===== config.mk =====
export PLATFORM = sky130hd
export DESIGN_NAME = muldiv_unit
export DESIGN_NICKNAME = d
export VERILOG_FILES = /design/src/rtl/muldiv_pkg.sv /design/src/rtl/muldiv_step.sv /design/src/rtl/muldiv_unit.sv
export SDC_FILE = /design/constraint.sdc
export NUM_CORES = 1
export LEC_CHECK = 0
export BUFFER_PORTS_ARGS = -buffer_cell sky130_fd_sc_hd__buf_2
export CORE_MARGIN = 3
export CORE_UTILIZATION = 30
export DETAILED_ROUTE_END_ITERATION = 6
export PLACE_DENSITY = 0.5
export SKIP_CTS_REPAIR_TIMING = 1
export SYNTH_ARGS = -nofsm -noshare
export SYNTH_HDL_FRONTEND = slang
export SYNTH_SLANG_ARGS = --single-unit

===== constraint.sdc =====
create_clock -name clk -period 13.7 [get_ports clk]
set_input_delay 0 -clock clk [delete_from_list [all_inputs] [get_ports clk]]
set_output_delay 0 -clock clk [all_outputs]
set_load 0.01 [all_outputs]

===== src/rtl/muldiv_pkg.sv =====
// Shared encodings and constants for the iterative RV32M multiply/divide unit.
package muldiv_pkg;

  localparam int ITER_COUNT = 32;
  localparam logic [31:0] DIV0_QUOT = 32'hFFFF_FFFF;
  localparam logic [31:0] INT_MIN   = 32'h8000_0000;

  typedef enum logic [2:0] {
    OP_MUL    = 3'b000,
    OP_MULH   = 3'b001,
    OP_MULHSU = 3'b010,
    OP_MULHU  = 3'b011,
    OP_DIV    = 3'b100,
    OP_DIVU   = 3'b101,
    OP_REM    = 3'b110,
    OP_REMU   = 3'b111
  } op_e;

  typedef enum logic [1:0] {
    ST_IDLE = 2'd0,
    ST_CALC = 2'd1,
    ST_DONE = 2'd2
  } state_e;

  function automatic logic [31:0] neg_if(input logic [31:0] v, input logic n);
    return n ? (~v + 32'd1) : v;
  endfunction

endpackage


===== src/rtl/muldiv_step.sv =====
// One iteration of the shared datapath: signed add-shift-right (multiply)
// or restoring compare-subtract-shift-left (divide), chosen by is_div.
module muldiv_step #(
  parameter int XLEN = 32
) (
  input  logic            is_div,
  input  logic [XLEN:0]   hi_in,
  input  logic [XLEN-1:0] lo_in,
  input  logic [XLEN:0]   operand,
  output logic [XLEN:0]   hi_out,
  output logic [XLEN-1:0] lo_out
);

  logic [XLEN+1:0] addend;
  logic [XLEN+1:0] add_sum;
  logic [XLEN:0]   shifted;
  logic [XLEN+1:0] sub_diff;

  always_comb begin
    // Multiply: hi/lo form a 65-bit product register shifted right arithmetically.
    addend   = lo_in[0] ? {operand[XLEN], operand} : '0;
    add_sum  = {hi_in[XLEN], hi_in} + addend;
    // Divide: hi is the partial remainder, lo shifts dividend out and quotient in.
    shifted  = {hi_in[XLEN-1:0], lo_in[XLEN-1]};
    sub_diff = {1'b0, shifted} - {1'b0, operand};
    if (is_div) begin
      hi_out = sub_diff[XLEN+1] ? shifted : sub_diff[XLEN:0];
      lo_out = {lo_in[XLEN-2:0], ~sub_diff[XLEN+1]};
    end else begin
      hi_out = add_sum[XLEN+1:1];
      lo_out = {add_sum[0], lo_in[XLEN-1:1]};
    end
  end

endmodule


===== src/rtl/muldiv_unit.sv =====
// Iterative RV32M multiply/divide unit with writeback address tracking.
// Optional MULDIV_FAST_MUL_EN resolves multiplies in one cycle with a 33x33 product.
//
//   state   | meaning
//   --------+-----------------------------------------------
//   ST_IDLE | waiting for start; kill has priority
//   ST_CALC | 32 shift-add or restoring-divide iterations
//   ST_DONE | one-cycle done pulse, result and wb_en valid
module muldiv_unit
  import muldiv_pkg::*;
#(
  parameter int XLEN  = 32,
  parameter int CNT_W = 6
) (
  input  logic            clk,
  input  logic            reset,
  input  logic            start,
  input  logic [2:0]      op,
  input  logic [XLEN-1:0] rs1_val,
  input  logic [XLEN-1:0] rs2_val,
  input  logic [4:0]      rd_addr,
  input  logic            kill,
  output logic            busy,
  output logic            done,
  output logic [XLEN-1:0] result,
  output logic [4:0]      wb_addr,
  output logic            wb_en
);

  state_e          state_q, state_d;
  logic [CNT_W-1:0] cnt_q, cnt_d;
  logic [XLEN:0]   hi_q, hi_d;
  logic [XLEN-1:0] lo_q, lo_d;
  logic [XLEN:0]   opnd_q, opnd_d;
  logic [2:0]      op_q, op_d;
  logic [XLEN-1:0] corr_q, corr_d;
  logic            quot_neg_q, quot_neg_d;
  logic            rem_neg_q, rem_neg_d;
  logic [XLEN-1:0] result_q, result_d;
  logic [4:0]      wb_addr_q, wb_addr_d;
  logic            busy_q, busy_d;
  logic            done_q, done_d;
  logic            wb_en_q, wb_en_d;

  logic [XLEN:0]   step_hi;
  logic [XLEN-1:0] step_lo;

  muldiv_step #(.XLEN(XLEN)) u_step (
    .is_div  (op_q[2]),
    .hi_in   (hi_q),
    .lo_in   (lo_q),
    .operand (opnd_q),
    .hi_out  (step_hi),
    .lo_out  (step_lo)
  );

  logic            div_signed, a_signed, b_signed;
  logic [XLEN-1:0] a_mag, b_mag;
  logic            div_by_zero, div_ovf, fast_mul, special;
  logic [XLEN-1:0] fast_mul_res, special_res;

  always_comb begin
    div_signed  = op[2] && !op[0];
    a_signed    = (op != OP_MULHU);
    b_signed    = !op[1];
    a_mag       = neg_if(rs1_val, div_signed && rs1_val[XLEN-1]);
    b_mag       = neg_if(rs2_val, div_signed && rs2_val[XLEN-1]);
    div_by_zero = op[2] && (rs2_val == '0);
    div_ovf     = div_signed && (rs1_val == INT_MIN) && (rs2_val == '1);
  end

`ifdef MULDIV_FAST_MUL_EN
  logic [2*XLEN-1:0] fast_prod;
  assign fast_prod = (2*XLEN)'($signed({a_signed & rs1_val[XLEN-1], rs1_val}) *
                              $signed({b_signed & rs2_val[XLEN-1], rs2_val}));
  assign fast_mul     = !op[2];
  assign fast_mul_res = (op == OP_MUL) ? fast_prod[XLEN-1:0] : fast_prod[2*XLEN-1:XLEN];
`else
  assign fast_mul     = 1'b0;
  assign fast_mul_res = '0;
`endif

  always_comb begin
    special = div_by_zero || div_ovf || fast_mul;
    if (fast_mul)
      special_res = fast_mul_res;
    else if (div_by_zero)
      special_res = op[1] ? rs1_val : DIV0_QUOT;
    else
      special_res = op[1] ? '0 : INT_MIN;
  end

  // Final fix-up applied to the last iteration's output.
  logic [XLEN-1:0] prod_hi, calc_res;

  always_comb begin
    // Multiplier low word was taken unsigned; a negative signed rs2 owes -rs1<<32.
    prod_hi = step_hi[XLEN-1:0] - corr_q;
    if (!op_q[2])
      calc_res = (op_q == OP_MUL) ? step_lo : prod_hi;
    else if (op_q[1])
      calc_res = neg_if(step_hi[XLEN-1:0], rem_neg_q);
    else
      calc_res = neg_if(step_lo, quot_neg_q);
  end

  always_comb begin
    state_d    = state_q;
    cnt_d      = cnt_q;
    hi_d       = hi_q;
    lo_d       = lo_q;
    opnd_d     = opnd_q;
    op_d       = op_q;
    corr_d     = corr_q;
    quot_neg_d = quot_neg_q;
    rem_neg_d  = rem_neg_q;
    result_d   = result_q;
    wb_addr_d  = wb_addr_q;

    unique case (state_q)
      ST_IDLE: begin
        if (!kill && start) begin
          op_d      = op;
          wb_addr_d = rd_addr;
          if (special) begin
            result_d = special_res;
            state_d  = ST_DONE;
          end else begin
            state_d = ST_CALC;
            cnt_d   = CNT_W'(ITER_COUNT);
            hi_d    = '0;
            if (op[2]) begin
              lo_d   = a_mag;
              opnd_d = {1'b0, b_mag};
            end else begin
              lo_d   = rs2_val;
              opnd_d = {a_signed & rs1_val[XLEN-1], rs1_val};
            end
            corr_d     = (b_signed && rs2_val[XLEN-1]) ? rs1_val : '0;
            quot_neg_d = div_signed && (rs1_val[XLEN-1] ^ rs2_val[XLEN-1]);
            rem_neg_d  = div_signed && rs1_val[XLEN-1];
          end
        end
      end
      ST_CALC: begin
        if (kill) begin
          state_d = ST_IDLE;
          cnt_d   = '0;
        end else begin
          hi_d  = step_hi;
          lo_d  = step_lo;
          cnt_d = cnt_q - CNT_W'(1);
          if (cnt_q == CNT_W'(1)) begin
            state_d  = ST_DONE;
            result_d = calc_res;
          end
        end
      end
      ST_DONE: state_d = ST_IDLE;
      default: state_d = ST_IDLE;
    endcase

    busy_d  = (state_d != ST_IDLE);
    done_d  = (state_d == ST_DONE);
    wb_en_d = done_d && (wb_addr_d != 5'd0);
  end

  always_ff @(posedge clk or posedge reset) begin
    if (reset) begin
      state_q    <= ST_IDLE;
      cnt_q      <= '0;
      hi_q       <= '0;
      lo_q       <= '0;
      opnd_q     <= '0;
      op_q       <= '0;
      corr_q     <= '0;
      quot_neg_q <= 1'b0;
      rem_neg_q  <= 1'b0;
      result_q   <= '0;
      wb_addr_q  <= '0;
      busy_q     <= 1'b0;
      done_q     <= 1'b0;
      wb_en_q    <= 1'b0;
    end else begin
      state_q    <= state_d;
      cnt_q      <= cnt_d;
      hi_q       <= hi_d;
      lo_q       <= lo_d;
      opnd_q     <= opnd_d;
      op_q       <= op_d;
      corr_q     <= corr_d;
      quot_neg_q <= quot_neg_d;
      rem_neg_q  <= rem_neg_d;
      result_q   <= result_d;
      wb_addr_q  <= wb_addr_d;
      busy_q     <= busy_d;
      done_q     <= done_d;
      wb_en_q    <= wb_en_d;
    end
  end

  assign busy    = busy_q;
  assign done    = done_q;
  assign result  = result_q;
  assign wb_addr = wb_addr_q;
  assign wb_en   = wb_en_q;

endmodule


==> run_results.csv, run 1 <==
group,metric,value,unit
run_status,status,"finished, final reports clean",
worst_setup_path,cp.depth,22,
place,dp_cells,3254,
place,dpl_worst_slack,6630,ps
finish,drive_gt1_share,9.82,%
floorplan,pin_count,116,
global_routing,grt_overflow,0,
clock_tree,ctsHtreeMaxLevel,4,
sta,fmax,141,MHz
floorplan,die_w,253,µm
routing,wl_per_cell,22.4,µm
routing,finalWirelength,74700,µm
worst_setup_path,critPathRequiredTime,14090,ps
worst_setup_path,setup.worst_path.start_class,"register",
finish,syn_to_final_growth,12.6,%
routing,ant_nets,0,
sta,fin_crit,7110,ps
global_routing,grt_pass1_wl,113000,µm
routing,drc,0,
clock_tree,clk_path_buf_depth,2,
floorplan,core,0.0597,mm²
sta,rsz0062_at_grt,"false",
yosys,yosys_warnings,0,
clock_tree,clkSlewWorstSetupHoldPaths,70,ps
worst_setup_path,cp-startpoint,"lo_q[0]",
worst_setup_path,r2r-end,"result[30]",
worst_setup_path,criticalPathCategory,"reg -> reg",
worst_setup_path,crit_path_frequent_cell,"nand3_1",
worst_setup_path,cpPeakStageDelay,1130,ps
routing,dr.pass1.iters,5,
yosys,synth_async_sr_flop_share,100,%
worst_setup_path,r2r_slack,6590,ps
yosys,synthXorXnorAreaFrac,8.86,%
yosys,syn_nets,2636,
place,hpwl,57800,µm
yosys,synth_cells,2464,
sta,fin_crit_sh,51.9,%
worst_setup_path,r2r-start,"lo_q[0]",
worst_setup_path,crit_path_top_delay_cell,"dfrtp_1",
yosys,synthMuxAreaShare,3.24,%
place,gp_congestion,0.947,
power_and_ir_drop,leakage,8.63,nW
power_and_ir_drop,ir_worst_vdd,110,µV
routing,drtIter0Drc,1847,
yosys,avgSynthCellArea,7.42,µm²
finish,nets,2714,
worst_setup_path,cp_max_fo,36,
sta,drv_slew,0,
yosys,synth_edf_count,0,
place,numPortBuffers,115,
sta,fin_tns_setup,0,ps
worst_setup_path,path_cells,"nand2_1 -> inv_1 -> ha_1 -> a21o_1 -> nand4_1 -> nand3_1 -> nand2_1 -> o31a_1 -> o31ai_1 -> mux2_2 -> nor3_1 -> inv_1 -> ha_1 -> nand3_1 -> nor2_1 -> a221o_1 -> a311oi_1 -> nand3_1 -> o211ai_1 -> o21ai_0 -> o2111a_1 -> a21oi_1",
sta,setup_violations,0,
worst_setup_path,r2r_cells,22,
finish,layout_commonest_cell,"nand2_1",
worst_setup_path,worst-path-buf-inv,2,
clock_tree,cts_sinks,183,
yosys,synth_fa_ha_area_share,7.11,%
yosys,netlist_area,0.0183,mm²
yosys,ys_seq_area_share,25.0,%
routing,via_count,18900,
floorplan,design.die.area,0.0639,mm²
min_path,hp-class,"in -> reg",
yosys,synth_compound_area_share,29.7,%
routing,viasPerCell,5.69,
finish,final_util,34.5,%
yosys,synth_top_family_by_area,"compound AO/OA/AOI/OAI gates",
sta,max_slew_margin,20.4,%
clock_tree,insertion_delay,480,ps
global_routing,grt_max_degree,110,
sta,setup_slack,6590,ps
sta,skew,16.0,ps
global_routing,antenna_found_initial,0,
worst_setup_path,cp-end-kind,"register",
power_and_ir_drop,power_density,263,mW/mm²
clock_tree,cts_buffers,17,
global_routing,grt_use_total,23.1,%
sta,tightestPinTransition,1190,ps
global_routing,grt_pass1_vias,17900,
finish,fill_cells,6447,
flow_run,cap_violations,0,
yosys,synthFlopType,"dfrtp_1",
finish,final_cell_mix,"nand2_1, o21ai_0, a21oi_1, dfrtp_1, nor2_1",
floorplan,rows,89,
floorplan,die_h,253,µm
min_path,min_path_cells,5,
worst_setup_path,arrival,7500,ps
clock_tree,cts_root_buf,"clkbuf_16",
finish,instances_no_fill,3329,
worst_setup_path,crit_family,"compound AO/OA/AOI/OAI gates",
yosys,synth_seq_cells,183,
clock_tree,cts_tree,"built",
floorplan,start_util,30.6,%
worst_setup_path,cp-endpoint,"result[30]",
yosys,synth_cell_types,89,
sta,hold_violations,0,
finish,seqCellArea,0.00458,mm²
yosys,yosys.area_share.simple,20.8,%
finish,multi_input_area,0.0128,mm²
## layout make-up
cell class	count	share of cell area, %
Antenna cell	1	0.0122
Clock buffer	21	2.24
Clock inverter	11	0.383
Inverter	121	2.24
Multi-Input combinational cell	2028	62.1
Sequential cell	183	22.3
Tap cell	773	4.70
Timing Repair Buffer	191	6.09
## synthesized netlist by cell type, types with 8 or more instances
| library cell | instances | share of area, % |
|---|---|---|
| dfrtp_1 | 183 | 25 |
| o21ai_1 | 22 | 0.60 |
| xor2_1 | 83 | 4.0 |
| or3_1 | 32 | 1.1 |
| and2_1 | 45 | 1.5 |
| nand4_1 | 23 | 0.79 |
| or2_2 | 10 | 0.34 |
| nor4_1 | 12 | 0.41 |
| and3_1 | 19 | 0.65 |
| o211ai_1 | 31 | 1.3 |
| o21a_1 | 16 | 0.66 |
| nor3_1 | 51 | 1.4 |
| xnor2_1 | 102 | 4.9 |
| nand3_1 | 41 | 1.1 |
| mux2_2 | 31 | 1.9 |
| clkbuf_1 | 115 | 2.4 |
| nand2b_1 | 21 | 0.72 |
| o31ai_1 | 30 | 1.2 |
| a31oi_1 | 33 | 1.1 |
| a211oi_1 | 41 | 1.7 |
| a311oi_1 | 9 | 0.43 |
| a221oi_1 | 14 | 0.67 |
| o22ai_1 | 8 | 0.27 |
| o31a_1 | 9 | 0.43 |
| nor2b_1 | 13 | 0.44 |
| o21ai_0 | 308 | 8.4 |
| a22o_1 | 18 | 0.86 |
| or4_1 | 9 | 0.37 |
| buf_1 | 13 | 0.27 |
| a21o_1 | 35 | 1.4 |
| nor2_1 | 183 | 3.8 |
| ha_1 | 94 | 6.4 |
| o221ai_1 | 14 | 0.67 |
| o21bai_1 | 14 | 0.57 |
| mux2i_1 | 22 | 1.2 |
| inv_1 | 119 | 2.4 |
| nand2_1 | 332 | 6.8 |
| a21oi_1 | 182 | 5.0 |
## where the power goes
| part | switching (W) | internal (W) | total [W] |
|---|---|---|---|
| clock | 0.000241 | 0.000242 | 0.000483 |
| sequential | 0.000258 | 0.000716 | 0.000973 |
| combinational | 0.00248 | 0.00149 | 0.00397 |
| total | 0.00298 | 0.00244 | 0.00542 |
## flip-flops by register name (all words and copies together) (netlist names)
register and flops:
done 1, cnt_q 6, wb_addr 5, op_q 3, state_q 2, opnd_q 33, busy 1, lo_q 32
hi_q 33, wb_en 1, quot_neg_q 1, corr_q 32, result 32, rem_neg_q 1
## per-stage QoR
stage / power, W / area [µm²] / hold slack, ps
after floorplan: 0.00366 / 18300 / 136
after global placement: 0.00485 / 19600 / 95.7
after detailed placement: 0.00484 / 19600 / 96.3
after CTS: 0.00536 / 20200 / -418
after global routing: 0.00587 / 20600 / 54.8
final: 0.00542 / 20600 / 34.1
## worst register-to-register path: stages, from the launching register on
cell,delay (ps)
dfrtp_1,1130
nand2_1,240
inv_1,130
ha_1,160
a21o_1,110
nand4_1,120
nand3_1,170
nand2_1,120
o31a_1,380
o31ai_1,550
mux2_2,410
nor3_1,500
inv_1,230
ha_1,390
nand3_1,150
nor2_1,100
a221o_1,380
a311oi_1,450
nand3_1,130
o211ai_1,290
o21ai_0,460
o2111a_1,280
a21oi_1,150
## layer usage
layer  part of all wire [%]  vias to the layer above  GRT usage [%]
met3                    5.7                       86           2.67
met1                     48                     9143           33.6
li1                       -                     9058              -
met2                     44                      645           36.0
met5                      0                        -              0
met4                    2.3                        0           6.41
## logic make-up (layout without fill, tap and decap cells)
kind of cell / Yosys count / in the layout
buffers and inverters: 253 / 344
AOI/OAI and AO/OA: 865 / 865
and+or+nand+nor: 819 / 819
muxes: 55 / 55
adders and majority gates: 104 / 104
DFF: 183 / 183
xor gates and xnor gates: 185 / 185
other: 0 / 1
## worst min-delay path by stage
stage	startpoint	to	slack (ps)
2_1_floorplan	rs1_val[0]	corr_q[0]	140
3_3_place_gp	reset	wb_addr[3]	100
3_5_place_dp	reset	wb_addr[3]	100
4_1_cts	reset	result[0]	-420
5_1_grt	rs2_val[17]	lo_q[17]	50
6_report	rs2_val[14]	lo_q[14]	30
No activity file was read; power rests on OpenSTA's default activity.
==> run 2, diff against run 1 <==
==> constraint.sdc (replaced) <==
create_clock -name clk -period 6.83 [get_ports clk]
set_input_delay 0 -clock clk [delete_from_list [all_inputs] [get_ports clk]]
set_output_delay 0 -clock clk [all_outputs]
set_load 0.01 [all_outputs]
==> run_results.csv, run 2 (synthesized netlist as in run 1, its figures left out) <==
group,metric,value,unit
clock_tree,cts_tree,"built",
place,dpl_worst_slack,716,ps
floorplan,die_h,253,µm
min_path,min_path_cells,5,
finish,reg_top3,"hi_q x33, opnd_q x33",
worst_setup_path,setup.worst_path.start_class,"register",
power_and_ir_drop,power_density,530,mW/mm²
clock_tree,cts_buffers,17,
finish,n_antenna_cell,0,
place,numPortBuffers,115,
worst_setup_path,criticalPathCategory,"reg -> reg",
sta,drv_slew,0,
finish,nets,2726,
flow_run,cap_violations,0,
worst_setup_path,cp-end-kind,"register",
run_status,violations,"hold timing",
sta,fmax,161,MHz
worst_setup_path,r2r_slack,610,ps
global_routing,grt_overflow,0,
sta,fin_crit_sh,91.1,%
finish,syn_to_final_growth,13.3,%
floorplan,pin_count,116,
floorplan,rows,89,
routing,finalWirelength,76400,µm
routing,dr.pass1.iters,6,
power_and_ir_drop,leakage,8.71,nW
clock_tree,ctsHtreeMaxLevel,4,
sta,rsz0062_at_grt,"false",
global_routing,grt_pass1_vias,18200,
worst_setup_path,r2r_cells,21,
floorplan,design.die.area,0.0639,mm²
worst_setup_path,arrival,6600,ps
floorplan,start_util,30.6,%
routing,ant_nets,0,
routing,via_count,18900,
clock_tree,cts_sinks,183,
min_path,hp-class,"in -> reg",
global_routing,grt_pass1_wl,115000,µm
finish,seqCellArea,0.00458,mm²
sta,max_slew_margin,28.5,%
worst_setup_path,cp_max_fo,10,
clock_tree,insertion_delay,510,ps
sta,skew,15.2,ps
floorplan,core,0.0597,mm²
global_routing,grt_max_degree,119,
global_routing,antenna_found_initial,2,
finish,final_cell_mix,"nand2_1, o21ai_0, a21oi_1, dfrtp_1, nor2_1",
floorplan,die_w,253,µm
routing,drc,0,
finish,multi_input_area,0.0128,mm²
global_routing,grt_use_total,23.7,%
place,hpwl,58600,µm
worst_setup_path,critPathRequiredTime,7210,ps
finish,layout_commonest_cell,"nand2_1",
clock_tree,cts_root_buf,"clkbuf_16",
sta,setup_slack,611,ps
sta,tightestPinTransition,1070,ps
sta,fin_tns_setup,0,ps
place,gp_congestion,0.963,
clock_tree,clkSlewWorstSetupHoldPaths,80,ps
sta,whs,-42.4,ps
power_and_ir_drop,ir_worst_vdd,212,µV
run_status,status,"finished with violations",
finish,fill_cells,6459,
finish,drive_gt1_share,10.3,%
routing,wl_per_cell,22.9,µm
routing,drtIter0Drc,1807,
clock_tree,clk_path_buf_depth,2,
sta,fin_crit,6220,ps
sta,setup_violations,0,
sta,hold_violations,1,
routing,viasPerCell,5.67,
-- run 2: changes by cell type in the layout (fill, tap and decap cells not counted) --
cell and change:
buf_12 +2, buf_4 +10, bufinv_16 +1, clkbuf_1 -1
clkbuf_8 -2, clkinv_2 -1, clkinv_4 -4, clkinvlp_4 -1
diode_2 -1, inv_6 +7, inv_8 +1
-- run 2: layout make-up --
type                       count  share of cell area (%)
clock inverter                14                   0.646
clock buffer                  18                    2.07
tap                          773                    4.67
timing repair buffer         203                    6.61
sequential                   183                    22.1
multi-input combinational   2028                    61.7
inverter                     121                    2.23
-- run 2: path summary, 6_finish.rpt --
kind,start,endpoint
max reg2reg,hi_q[7],result[31]
min in group asynchronous,reset,cnt_q[0]
max in group asynchronous,reset,result[19]
min,rs2_val[2],opnd_q[2]
min reg2reg,corr_q[29],corr_q[29]
max,hi_q[7],result[31]
-- run 2: report_power, final --
group / leakage [nW] / switching (W) / internal [W]
sequential: 2.35 / 0.000490 / 0.00144
combinational: 6.08 / 0.00498 / 0.00305
clock: 0.279 / 0.000518 / 0.000510
-- run 2: routing by layer --
metal / share of wire, % / wire length [µm] / global-route usage, % / vias up
met2: 45 / 34100 / 37.5 / 645
met3: 6.7 / 5110 / 4.88 / 85
met5: 0 / 0 / 0 / -
met1: 46 / 35300 / 32.9 / 9126
met4: 2.5 / 1880 / 6.28 / 0
li1: - / - / - / 9083
-- run 2: critical path, stage by stage, from the launching register on --
cell	delay, ps
dfrtp_1	470
ha_1	380
a21oi_1	420
o21ai_0	250
a31oi_1	400
a311o_1	480
nand2_1	390
buf_4	320
nand4_1	100
o31ai_1	70
or4_1	670
inv_1	160
ha_1	310
a21oi_1	270
nor3_1	100
o21ai_0	310
and3_1	300
nand3b_1	100
a21o_1	190
and4_1	170
nor3_1	130
o21ai_1	100
-- run 2: stage by stage --
stage               util, %  total power (W)  hold WS (ps)  cells  area, µm²
floorplan                 -          0.00733           136   2464      18300
global placement       33.1          0.00976           236   3266      19700
detailed placement     33.1          0.00974           244   3266      19700
CTS                    34.0           0.0108          -316   3298      20300
global route           34.7           0.0118          6.49   3340      20700
finish                 34.7           0.0110         -42.4   3340      20700
